### src/rtl/difference_collector_pkg.sv
// Shared Capstone definitions for the serial
// collector and serial-adder controller.
package difference_collector_pkg;

  localparam int DEF_WIDTH = 8;

  typedef enum logic [1:0] {
    IDLE  = 2'b00,
    SHIFT = 2'b01,
    DONE  = 2'b10
  } state_t;

endpackage

### src/rtl/difference_collector_bit_counter.sv
// Saturating bit counter, 0 .. WIDTH-1,
// with synchronous clear and terminal count.
module bit_counter #(
  parameter int WIDTH = 8
) (
  input  logic clk,
  input  logic rst_n,
  input  logic clr,
  input  logic en,
  output logic tc
);

  localparam int CW = (WIDTH > 1) ? $clog2(WIDTH) : 1;
  localparam logic [CW-1:0] LAST = CW'(WIDTH - 1);

  logic [CW-1:0] cnt;

  assign tc = (cnt == LAST);

  // count up on enable, hold at the last bit
  always_ff @(posedge clk or negedge rst_n) begin
    if (!rst_n) begin
      cnt <= '0;
    end else if (clr) begin
      cnt <= '0;
    end else if (en && !tc) begin
      cnt <= cnt + 1'b1;
    end
  end

endmodule

### src/rtl/difference_collector.sv
// Deserialises an LSB-first subtractor stream
// into a parallel word plus final borrow.
module difference_collector
  import difference_collector_pkg::*;
#(
  parameter int WIDTH = DEF_WIDTH
) (
  input  logic             CLK,
  input  logic             RSTn,
  input  logic             Start,
  input  logic             Sin,
  input  logic             Cin,
  output logic [WIDTH-1:0] Dout,
  output logic             Bout,
  output logic             Valid,
  output logic             Busy
);

  state_t           state;
  state_t           nxt;
  logic [WIDTH-1:0] work;
  logic [WIDTH-1:0] shifted;
  logic             tc;
  logic             sample;
  logic             last;

  assign shifted = {Sin, work[WIDTH-1:1]};
  assign sample  = (state == SHIFT) && !Start;
  assign last    = sample && tc;

  bit_counter #(
    .WIDTH(WIDTH)
  ) u_cnt (
    .clk  (CLK),
    .rst_n(RSTn),
    .clr  (Start),
    .en   (sample),
    .tc   (tc)
  );

  // state register
  always_ff @(posedge CLK or negedge RSTn) begin
    if (!RSTn) begin
      state <= IDLE;
    end else begin
      state <= nxt;
    end
  end

  // next state; Start always (re)opens a frame
  always_comb begin
    nxt = state;
    unique case (state)
      IDLE:    nxt = Start ? SHIFT : IDLE;
      SHIFT: begin
        if (Start) begin
          nxt = SHIFT;
        end else if (tc) begin
          nxt = DONE;
        end else begin
          nxt = SHIFT;
        end
      end
      DONE:    nxt = Start ? SHIFT : IDLE;
      default: nxt = IDLE;
    endcase
  end

  // status outputs decoded from registered state
  always_comb begin
    Busy  = (state == SHIFT);
    Valid = (state == DONE);
  end

  // working shift register, cleared on Start
  always_ff @(posedge CLK or negedge RSTn) begin
    if (!RSTn) begin
      work <= '0;
    end else if (Start) begin
      work <= '0;
    end else if (sample) begin
      work <= shifted;
    end
  end

  // result registers load only on a finished frame
  always_ff @(posedge CLK or negedge RSTn) begin
    if (!RSTn) begin
      Dout <= '0;
      Bout <= 1'b0;
    end else if (last) begin
      Dout <= shifted;
      Bout <= Cin;
    end
  end

endmodule

### config.mk
export PLATFORM = sky130hd
export DESIGN_NAME = difference_collector
export DESIGN_NICKNAME = d
export VERILOG_FILES = /design/src/rtl/difference_collector_pkg.sv /design/src/rtl/difference_collector_bit_counter.sv /design/src/rtl/difference_collector.sv
export SDC_FILE = /design/constraint.sdc
export NUM_CORES = 1
export LEC_CHECK = 0
export CELL_PAD_IN_SITES_DETAIL_PLACEMENT = 0
export CELL_PAD_IN_SITES_GLOBAL_PLACEMENT = 1
export CORE_MARGIN = 2
export CORE_UTILIZATION = 39
export DETAILED_ROUTE_END_ITERATION = 10
export PLACE_DENSITY_LB_ADDON = 0.25
export SYNTH_ARGS = -nofsm -noshare
export SYNTH_HDL_FRONTEND = slang
export SYNTH_HIERARCHICAL = 1
export SYNTH_SLANG_ARGS = --single-unit
### constraint.sdc
create_clock -name CLK -period 2.2 [get_ports CLK]
set_input_delay 0.22 -clock CLK [delete_from_list [all_inputs] [get_ports CLK]]
set_output_delay 0.22 -clock CLK [all_outputs]
set_load 0.005 [all_outputs]
Yosys cells after proc, flatten, opt, wreduce, memory -nomap -nowiden
Index checks and enable logic that the tools add are counted.
{"block": "totals", "output_inout_bits": 11, "inputBits": 5, "register_bits": 22}
{"block": "op_classes", "eq_ne": 3, "muxes": 8, "n_reduce_logical": 9, "n_addsub": 1}
{"operator": "8-bit 2-to-1 mux", "count": 2}
{"operator": "3-bit 2-to-1 mux", "count": 2}
{"operator": "2-bit 2-to-1 mux", "count": 2}
{"operator": "2-bit case mux with 2 select lines", "count": 1}
{"operator": "2-bit nonzero test", "count": 2}
{"operator": "3-bit by 1-bit adder with 3-bit output, second input constant", "count": 1}
{"operator": "3-bit == test, second input constant", "count": 1}
{"operator": "1-bit logical AND", "count": 3}
{"operator": "2-bit by 1-bit == test with 1-bit output, second input constant", "count": 1}
{"operator": "2-bit == test, second input constant", "count": 1}
{"operator": "1-bit zero test", "count": 2}
{"operator": "2-bit zero test", "count": 1}
{"operator": "2-bit OR reduction", "count": 1}
{"operator": "1-bit 2-to-1 mux", "count": 1}

Longest topological paths before layout
Gate-level depths: netlist of the first run.
{"block": "logic_depth", "word_depth": 5, "mapped_depth": 5, "ltp_nobuf": 5}

By module
The synthesis of the first run kept the hierarchy.
{"mod": "difference_collector", "instances": 1, "cells_per_inst": 58, "area_each_um2": 705.7}
{"mod": "bit_counter", "instances": 1, "cells_per_inst": 15, "area_each_um2": 183.9}

Worst setup path after synthesis of the first run
OpenSTA, ideal clock, no wires.
{"block": "synth_path", "path_kind": "register to register", "from": "reg u_cnt.cnt[0]", "to": "reg Bout", "t_arrival_ns": 1.509, "t_required_ns": 2.075, "path_buffers": 0, "slack_ns": 0.566, "path_stages_with_launch": 6, "setup_time_ns": 0.125, "cell_sequence": "dfrtp_1 > ha_1 > ha_1 > inv_1 > nor3_4 > mux2_2"}
{"block": "synth_via", "elab_chain_len": 2}
{"item": "start, declared", "line": "difference_collector_bit_counter.sv:16", "text": "logic [CW-1:0] cnt;"}
{"item": "start signal, assigned", "line": "difference_collector_bit_counter.sv:27", "text": "cnt <= cnt + 1'b1;"}
{"item": "3-bit == test", "line": "difference_collector_bit_counter.sv:18", "text": "assign tc = (cnt == LAST);"}
{"item": "net tc", "line": "difference_collector.sv:23", "text": "logic tc;"}
{"item": "1-bit logical AND", "line": "difference_collector.sv:29", "text": "assign last = sample && tc;"}
{"item": "end signal, assigned", "line": "difference_collector.sv:93", "text": "Bout <= Cin;"}
{"item": "end, declared", "line": "difference_collector.sv:14", "text": "output logic Bout,"}
The timed path passes the listed nets, and every way through them passes these cells.
A chain may end at the register's enable or synchronous reset.

Worst setup path after layout of the first run
{"block": "layout_path", "from": "reg state[1]", "to": "out Busy"}
{"block": "layout_via", "elab_chain_len": 1}
{"item": "start, declared", "line": "difference_collector.sv:19", "text": "state_t state;"}
{"item": "start signal, assigned", "line": "difference_collector.sv:46", "text": "state <= nxt;"}
{"item": "2-bit by 1-bit == test with 1-bit output", "line": "difference_collector.sv:71", "text": "Busy = (state == SHIFT);"}
{"item": "end, declared", "line": "difference_collector.sv:16", "text": "output logic Busy"}
Every way passes these cells.

==> reports/metrics.yaml, run 1 <==
grt:
  grt.total_usage_pct: 12.7
  antenna_found_initial: 0
  grt_first_pass_wirelength_um: 2490
  grt_max_degree: 22
  grt_pass1_vias: 536
  gr-total-overflow: 0
worst_setup_path:
  worstPathRequired_ns: 1.98
  cp.arrival_ns: 1.69
  path_max_fanout: 10
  setup.worst_path.class: "register to primary output"
  r2r_start: "u_cnt/cnt[0]"
  cp-start-kind: "register"
  critPathCaptureType: "primary output"
  crit_start: "state[1]"
placement:
  portBuffers: 15
  dp_hpwl_um: 998
  placed_cells: 117
  gp_congestion: 0.703
power:
  p_per_area_mw_per_mm2: 558
  peakVddDrop_uv: 405
  p_leak_nw: 0.497
clock_network:
  ctsHoldBuffers: 0
  clk_latency_ns: 0.29
  post_cts_resized: 0
  htreeDepth: 1
  cts_root_buffer: "clkbuf_4"
  path_clk_slew_ns: 0.11
  clock-sinks: 21
  ctsLongestPathBuffers: 2
  cts_made_buffers: 3
  cts_tree: "done"
  cts_setup_buffers: 0
sta:
  finClkSkew_ns: 0.00500
  rsz0062_at_grt: "no"
  fmax_mhz: 522
  finalSetupViolations: 0
  fin_setup_tns_ns: 0
  timing.final.crit_share_pct: 87.0
  drv_slew: 0
  relSlewSlack_pct: 66.2
  worst_pin_slew_ns: 0.505
  hold_violations: 0
  fin_hold_ws_ns: 0.255
  fin_crit_ns: 1.91
synth:
  ys_types: 17
  syn_area_sq_um: 890
  synth_top_family_by_area: "simple AND/OR/NAND/NOR gates"
  synth_fa_ha_area_share_pct: 2.81
  synthMuxAreaShare_pct: 13.1
  synth_cells: 73
  synth-compound-area-share_pct: 6.19
  avgSynthCellArea_sq_um: 12.2
  ys_warn_count: 6
  synth_simple_gate_area_share_pct: 16.2
  synth-xor-area-share_pct: 0
  syn-num-nets: 80
  ys_seq_area_share_pct: 59.1
  yosys_register_bits: 21
die:
  std_cell_rows: 17
  core_area_sq_mm: 0.00219
  pin_count: 16
  dieArea_sq_mm: 0.00268
  die_y_um: 51.8
  die_x_um: 51.8
  initial_core_util_pct: 40.6
layout:
  mostFrequentLayoutCells: "dfrtp_1 (21), clkdlybuf4s50_1 (15), nand2_1 (14)"
  layout-drive-gt1-share_pct: 19.4
  syn_to_final_growth_pct: 24.5
  layout_commonest_cell: "dfrtp_1"
  seqCellArea_sq_um: 526
  final_nets: 101
  fillers: 207
  utilization_pct: 50.5
  antenna_cells: 0
  multi_input_area_sq_um: 340
  final_cells: 121
route:
  wire_per_inst_um: 11.4
  drt_first_iter_violations: 4
  wl_um: 1380
  drc: 0
  routed-via-count: 585
  avgViaCountPerCell: 4.83
  ant_nets: 0
  firstDrtPassIters: 4
min_path:
  min_path_type: "input port to asynchronous set/reset pin"
run:
  maxCapViolations: 0
status:
  outcome: "finished clean"
==> Yosys cell counts <==
library cell	number	area share, %
clkinv_1	1	0.42
inv_1	1	0.42
mux2_4	1	1.7
buf_2	1	0.56
nor3_4	1	1.8
nand2_1	14	5.9
nor2b_1	2	1.4
buf_6	1	1.3
o21ai_1	2	1.1
ha_1	2	2.8
mux2_2	9	11
a21oi_1	9	5.1
nand4bb_1	2	2.5
nor2b_4	1	1.5
nor2_1	2	0.84
nand2b_1	3	2.1
dfrtp_1	21	59
==> registers in the layout, summed over array words and instances, names as in the netlist <==
register,count
work,7
Dout,8
u_cnt/cnt,3
state,2
Bout,1
==> logic make-up after synthesis <==
family | count (synthesis)
and+or+nand+nor | 25
DFF | 21
AOI/OAI and AO/OA | 11
muxes | 10
buffers and inverters | 4
adders and majority gates | 2
==> metal layers <==
| metal | global-route usage, % | part of all wire, % |
|---|---|---|
| met1 | 18.6 | 49 |
| met2 | 18.4 | 47 |
| met3 | 3.45 | 3.0 |
| met4 | 3.95 | 1.0 |
| met5 | 0 | 0 |
==> stage by stage <==
stage	setup slack, ns	area (sq um)	power [mW]
after global placement	0.333	1080	0.452
after detailed placement	0.297	1080	0.453
final	0.286	1110	0.617
after global routing	0.145	1110	0.662
after floorplan	0.566	890	0.427
after CTS	0.277	1110	0.631
==> worst paths after layout <==
kind,slack [ns],endpoint,depth (start not counted)
worst min-delay path,0.26,Dout[2],2
worst min register to register,0.47,state[0],1
max in group asynchronous,1.73,Dout[7],2
worst max register to register,0.36,Dout[5],5
min in group CLK,0.47,state[0],1
worst max-delay path,0.29,Busy,3
==> critical path, cell delays in order, from the launching register on <==
cell             delay, ns
dfrtp_1               0.38
nand2b_1              0.40
clkinv_1              0.16
clkdlybuf4s50_1       0.47
==> report_power, final <==
| group | total (mW) | internal (mW) | switching [mW] |
|---|---|---|---|
| registers | 0.400 | 0.394 | 0.00537 |
| clock network | 0.173 | 0.0703 | 0.103 |
| logic | 0.0442 | 0.0238 | 0.0205 |
| total | 0.617 | 0.488 | 0.129 |
==> area by class of cell <==
type / instances / area share, %
sequential: 21 / 47.5
multi-input combinational: 48 / 30.7
timing repair buffer: 18 / 15.6
tap: 28 / 3.16
clock buffer: 4 / 2.37
inverter: 2 / 0.678
Power figures use the tool's default switching activity.
==> run 2, diff against run 1 <==
CORE_MARGIN = not set   (was 2)
CORE_UTILIZATION = 47   (was 39)
CTS_CLUSTER_DIAMETER = 150   (was not set)
DONT_BUFFER_PORTS = 1   (was not set)
==> run 2 against run 1 <==
Net effect: sequential share of layout area grew 7.8 points; wire length shrank 3.0%; global-route usage grew 2.1 points; final area shrank 14%; maximum frequency grew 4.2%; largest cell class unchanged; register-to-register slack is essentially flat; worst hold slack lost 0.22 ns; setup slack gained 0.077 ns; largest power group unchanged; clock power grew 2%.
==> reports/metrics.yaml, run 2 (same netlist as run 1, synthesis figures left out) <==
status:
  outcome: "finished clean"
grt:
  grt.total_usage_pct: 14.9
  antenna_found_initial: 0
  gr-total-overflow: 0
  grt_pass1_vias: 518
  grt_first_pass_wirelength_um: 2230
  grt_max_degree: 22
die:
  std_cell_rows: 15
  die_y_um: 45.5
  core_area_sq_mm: 0.00175
  die_x_um: 45.5
  initial_core_util_pct: 51.0
  pin_count: 16
  dieArea_sq_mm: 0.00207
sta:
  setup_ws_ns: 0.363
  finClkSkew_ns: 0.000928
  worst_pin_slew_ns: 0.917
  relSlewSlack_pct: 38.7
  fmax_mhz: 544
  timing.final.crit_share_pct: 83.5
  fin_crit_ns: 1.84
  hold_violations: 0
  drv_slew: 0
  finalSetupViolations: 0
  rsz0062_at_grt: "no"
  fin_setup_tns_ns: 0
layout:
  reg_top3: "Dout x8, work x7, u_cnt/cnt x3"
  mostFrequentLayoutCells: "dfrtp_1 (21), nand2_1 (14), a21oi_1 (9), mux2_2 (9)"
  layout_commonest_cell: "dfrtp_1"
  layout-drive-gt1-share_pct: 19.5
  syn_to_final_growth_pct: 6.89
  largest_register: "Dout"
  final_nets: 85
  antenna_cells: 0
  largest_reg_flops: 8
  design_area_sq_um: 951
clock_network:
  cts_made_buffers: 3
  path_clk_slew_ns: 0.11
  htreeDepth: 1
  clock-sinks: 21
  cts_tree: "done"
  cts_root_buffer: "clkbuf_4"
  post_cts_resized: 0
  ctsLongestPathBuffers: 2
  clk_latency_ns: 0.29
worst_setup_path:
  crit_buf_inv: 1
  path_delay_family: "simple AND/OR/NAND/NOR gates"
  slowest_delay_ns: 0.45
  cp.arrival_ns: 2.02
  worstPathRequired_ns: 2.39
  critPathCaptureType: "register"
  setup.worst_path.class: "register to register"
  path_cells: "ha_1, ha_1, inv_1, nor3_4, mux2_2"
  path_max_fanout: 10
  cp-start-kind: "register"
  crit_slowest_cell: "nor3_4"
  cp_common_cell: "ha_1"
route:
  routed-via-count: 521
  firstDrtPassIters: 3
  drc: 0
  wire_per_inst_um: 13.1
  wl_um: 1340
  ant_nets: 0
  avgViaCountPerCell: 5.11
  drt_first_iter_violations: 2
placement:
  placed_cell_area_sq_um: 905
  dp_hpwl_um: 906
  dp_worst_setup_slack_ns: 0.370
  portBuffers: 0
  gp_congestion: 0.733
run:
  maxCapViolations: 0
power:
  p_per_area_mw_per_mm2: 640
  p_leak_nw: 0.437
  peakVddDrop_uv: 423
min_path:
  min_path_type: "input port to register"
## run 2: cell count changes in the layout (fill, tap and decap cells not counted)
cell	change
dlygate4sd3_1	+2
buf_4	-3
clkdlybuf4s50_1	-15
## run 2: worst paths after layout
path | from | to | slack, ns | depth (start not counted)
max | u_cnt/cnt[0] | Dout[2] | 0.36 | 5
min | Start | state[1] | 0.03 | 1
max reg2reg | u_cnt/cnt[0] | Dout[2] | 0.36 | 5
min reg2reg | state[1] | state[0] | 0.47 | 1
max in group asynchronous | RSTn | work[4] | 1.15 | 1
min in group asynchronous | RSTn | u_cnt/cnt[2] | 0.50 | 1
## run 2: power breakdown
group	internal, mW	switching (mW)	total, mW
combinational	0.0145	0.0167	0.0312
sequential	0.394	0.00612	0.400
clock	0.0704	0.107	0.177
total	0.479	0.130	0.609
## run 2: per-stage QoR
step	cells	hold slack [ns]	total power [mW]	util, %
after floorplan	73	-0.0756	0.427	-
after global placement	96	-0.0750	0.427	51.8
after detailed placement	96	-0.0750	0.428	51.8
after CTS	102	0.0265	0.616	54.5
after global routing	102	0.0137	0.639	54.5
final	102	0.0343	0.609	54.5
## run 2: cell type report
cell class,instances,area (sq um)
fillers,156,795
repair buffers,2,20.0
inverters,2,7.51
multi-input cells,48,340
flip-flops and latches,21,526
clock buffers,4,26.3
well taps,25,31.3
## run 2: per-layer routing
layer / up-vias / GRT usage (%) / part of all wire, %
li1: 253 / - / -
met1: 257 / 22.6 / 53
met2: 11 / 21.1 / 42
met5: - / 0 / 0
met3: 0 / 3.57 / 4.6
met4: 0 / 3.64 / 0
## run 2: what timing repair did
item | in CTS | in global routing
hold buffers | 2 | 0
hold endpoints to repair | 28 | 0
setup buffers | 0 | 0
==> run 3, diff against run 2 <==
clock period = 1.7 ns   (was 2.2 ns; I/O delays follow)
==> run 3 against run 2 <==
Net effect: final area rose by 3.4%; cell count rose by 3.9%; clock-buffer cell count did not move; largest power group unchanged; critical path type unchanged.
==> reports/metrics.yaml, run 3 (same netlist as run 1, synthesis figures left out) <==
worst_setup_path:
  critPathCaptureType: "register"
  cp-start-kind: "register"
  r2r_setup_slack_ns: 0.14
  worstPathRequired_ns: 1.89
  path_max_fanout: 10
  setup.worst_path.class: "register to register"
  r2r_cells: 6
  cp.arrival_ns: 1.75
  r2r_start: "u_cnt/cnt[0]"
  r2r-end: "Dout[7]"
  crit_start: "u_cnt/cnt[0]"
sta:
  rsz0062_at_grt: "no"
  fin_crit_ns: 1.56
  fin_setup_tns_ns: 0
  worst_pin_slew_ns: 0.937
  hold_violations: 0
  finClkSkew_ns: 0.00319
  setup_ws_ns: 0.139
  fin_hold_ws_ns: 0.0207
  drv_slew: 0
  relSlewSlack_pct: 37.3
  timing.final.crit_share_pct: 91.8
  finalSetupViolations: 0
  fmax_mhz: 641
die:
  initial_core_util_pct: 51.0
  pin_count: 16
  std_cell_rows: 15
  core_area_sq_mm: 0.00175
  die_y_um: 45.5
  die_x_um: 45.5
  dieArea_sq_mm: 0.00207
grt:
  grtUsageMet2_pct: 22.0
  grt-busiest-layer: "met1"
  use_met1_pct: 22.6
  gr-total-overflow: 0
  grt_max_degree: 22
  grt_pass1_vias: 516
  grt_use_met3_pct: 7.14
  antenna_found_initial: 0
  grt.total_usage_pct: 15.6
  grt_first_pass_wirelength_um: 2250
min_path:
  hold_path_startpoint: "Cin"
  min_path_type: "input port to register"
  holdPathEnd: "Bout"
  whs_path_depth: 1
route:
  drt_first_iter_violations: 3
  wl_um: 1400
  wire_per_inst_um: 13.2
  firstDrtPassIters: 2
  routed-via-count: 538
  ant_nets: 0
  drc: 0
  avgViaCountPerCell: 5.08
clock_network:
  post_cts_resized: 0
  cts_made_buffers: 3
  path_clk_slew_ns: 0.10
  ctsLongestPathBuffers: 2
  cts_tree: "done"
  htreeDepth: 1
  clk_latency_ns: 0.29
  cts_setup_buffers: 0
  clock-sinks: 21
  cts_root_buffer: "clkbuf_4"
  ctsHoldBuffers: 3
power:
  switchingPower_uw: 164
  p_int_uw: 622
  swShare_pct: 20.9
  p_comb_share_pct: 5.4
  p_seq_share_pct: 65.9
  p_leak_nw: 0.458
  pwr-share-clk_pct: 28.7
  p_per_area_mw_per_mm2: 799
  peakVddDrop_uv: 448
placement:
  portBuffers: 0
  dp_hpwl_um: 925
  dp_worst_setup_slack_ns: 0.133
  gp_congestion: 0.747
  placed_cell_area_sq_um: 927
status:
  outcome: "finished clean"
layout:
  layout_commonest_cell: "dfrtp_1"
  fillers: 162
  antenna_cells: 0
  mostFrequentLayoutCells: "dfrtp_1 (21), nand2_1 (14), a21oi_1 (9), mux2_2 (9)"
  largest_register: "Dout"
  syn_to_final_growth_pct: 10.5
  largest_reg_flops: 8
  reg_top3: "Dout x8, work x7, u_cnt/cnt x3"
  layout-drive-gt1-share_pct: 22.2
  design_area_sq_um: 983
  final_nets: 89
run:
  maxCapViolations: 0
==> run 3: how the worst max path moves through the flow <==
stage	endpoint	slack (ns)	depth (start not counted)
final	Dout[7]	0.14	6
after global routing	Dout[6]	0.05	6
after CTS	Dout[7]	0.12	6
after detailed placement	Dout[5]	0.13	6
after global placement	Dout[6]	0.17	6
after floorplan	Bout	0.07	5
==> run 3: metrics by stage <==
stage	cells	power (mW)	util (%)
2_1_floorplan	73	0.552	-
3_3_place_gp	99	0.553	53.1
3_5_place_dp	99	0.554	53.1
4_1_cts	106	0.799	56.3
5_1_grt	106	0.830	56.3
6_report	106	0.786	56.3
==> run 3: power by group through the flow <==
| stage | logic [mW] | registers (mW) | clock network [mW] |
|---|---|---|---|
| 2_1_floorplan | 0.0262 | 0.526 | 0 |
| 3_3_place_gp | 0.0257 | 0.528 | 0 |
| 4_1_cts | 0.0435 | 0.518 | 0.238 |
| 6_report | 0.0425 | 0.518 | 0.226 |
| 5_1_grt | 0.0491 | 0.519 | 0.261 |
| 3_5_place_dp | 0.0260 | 0.528 | 0 |
==> run 3: layer usage <==
layer	routed length (um)	vias to the layer above
met1	721	261
met4	0	0
met2	588	14
li1	-	263
met3	87	0
met5	0	-
==> run 3: final cells by class <==
class	instances	area [sq um]	share of cell area (%)
tap	25	31.3	3.18
timing repair buffer	6	52.6	5.34
inverter	2	7.51	0.763
sequential	21	526	53.4
multi-input combinational	48	340	34.6
clock buffer	4	26.3	2.67
==> run 3: worst max-delay path: stages, from the launching register on <==
cell     delay (ns)
dfrtp_1        0.37
ha_1           0.15
ha_1           0.15
inv_1          0.08
nor3_4         0.15
buf_4          0.21
mux2_2         0.35
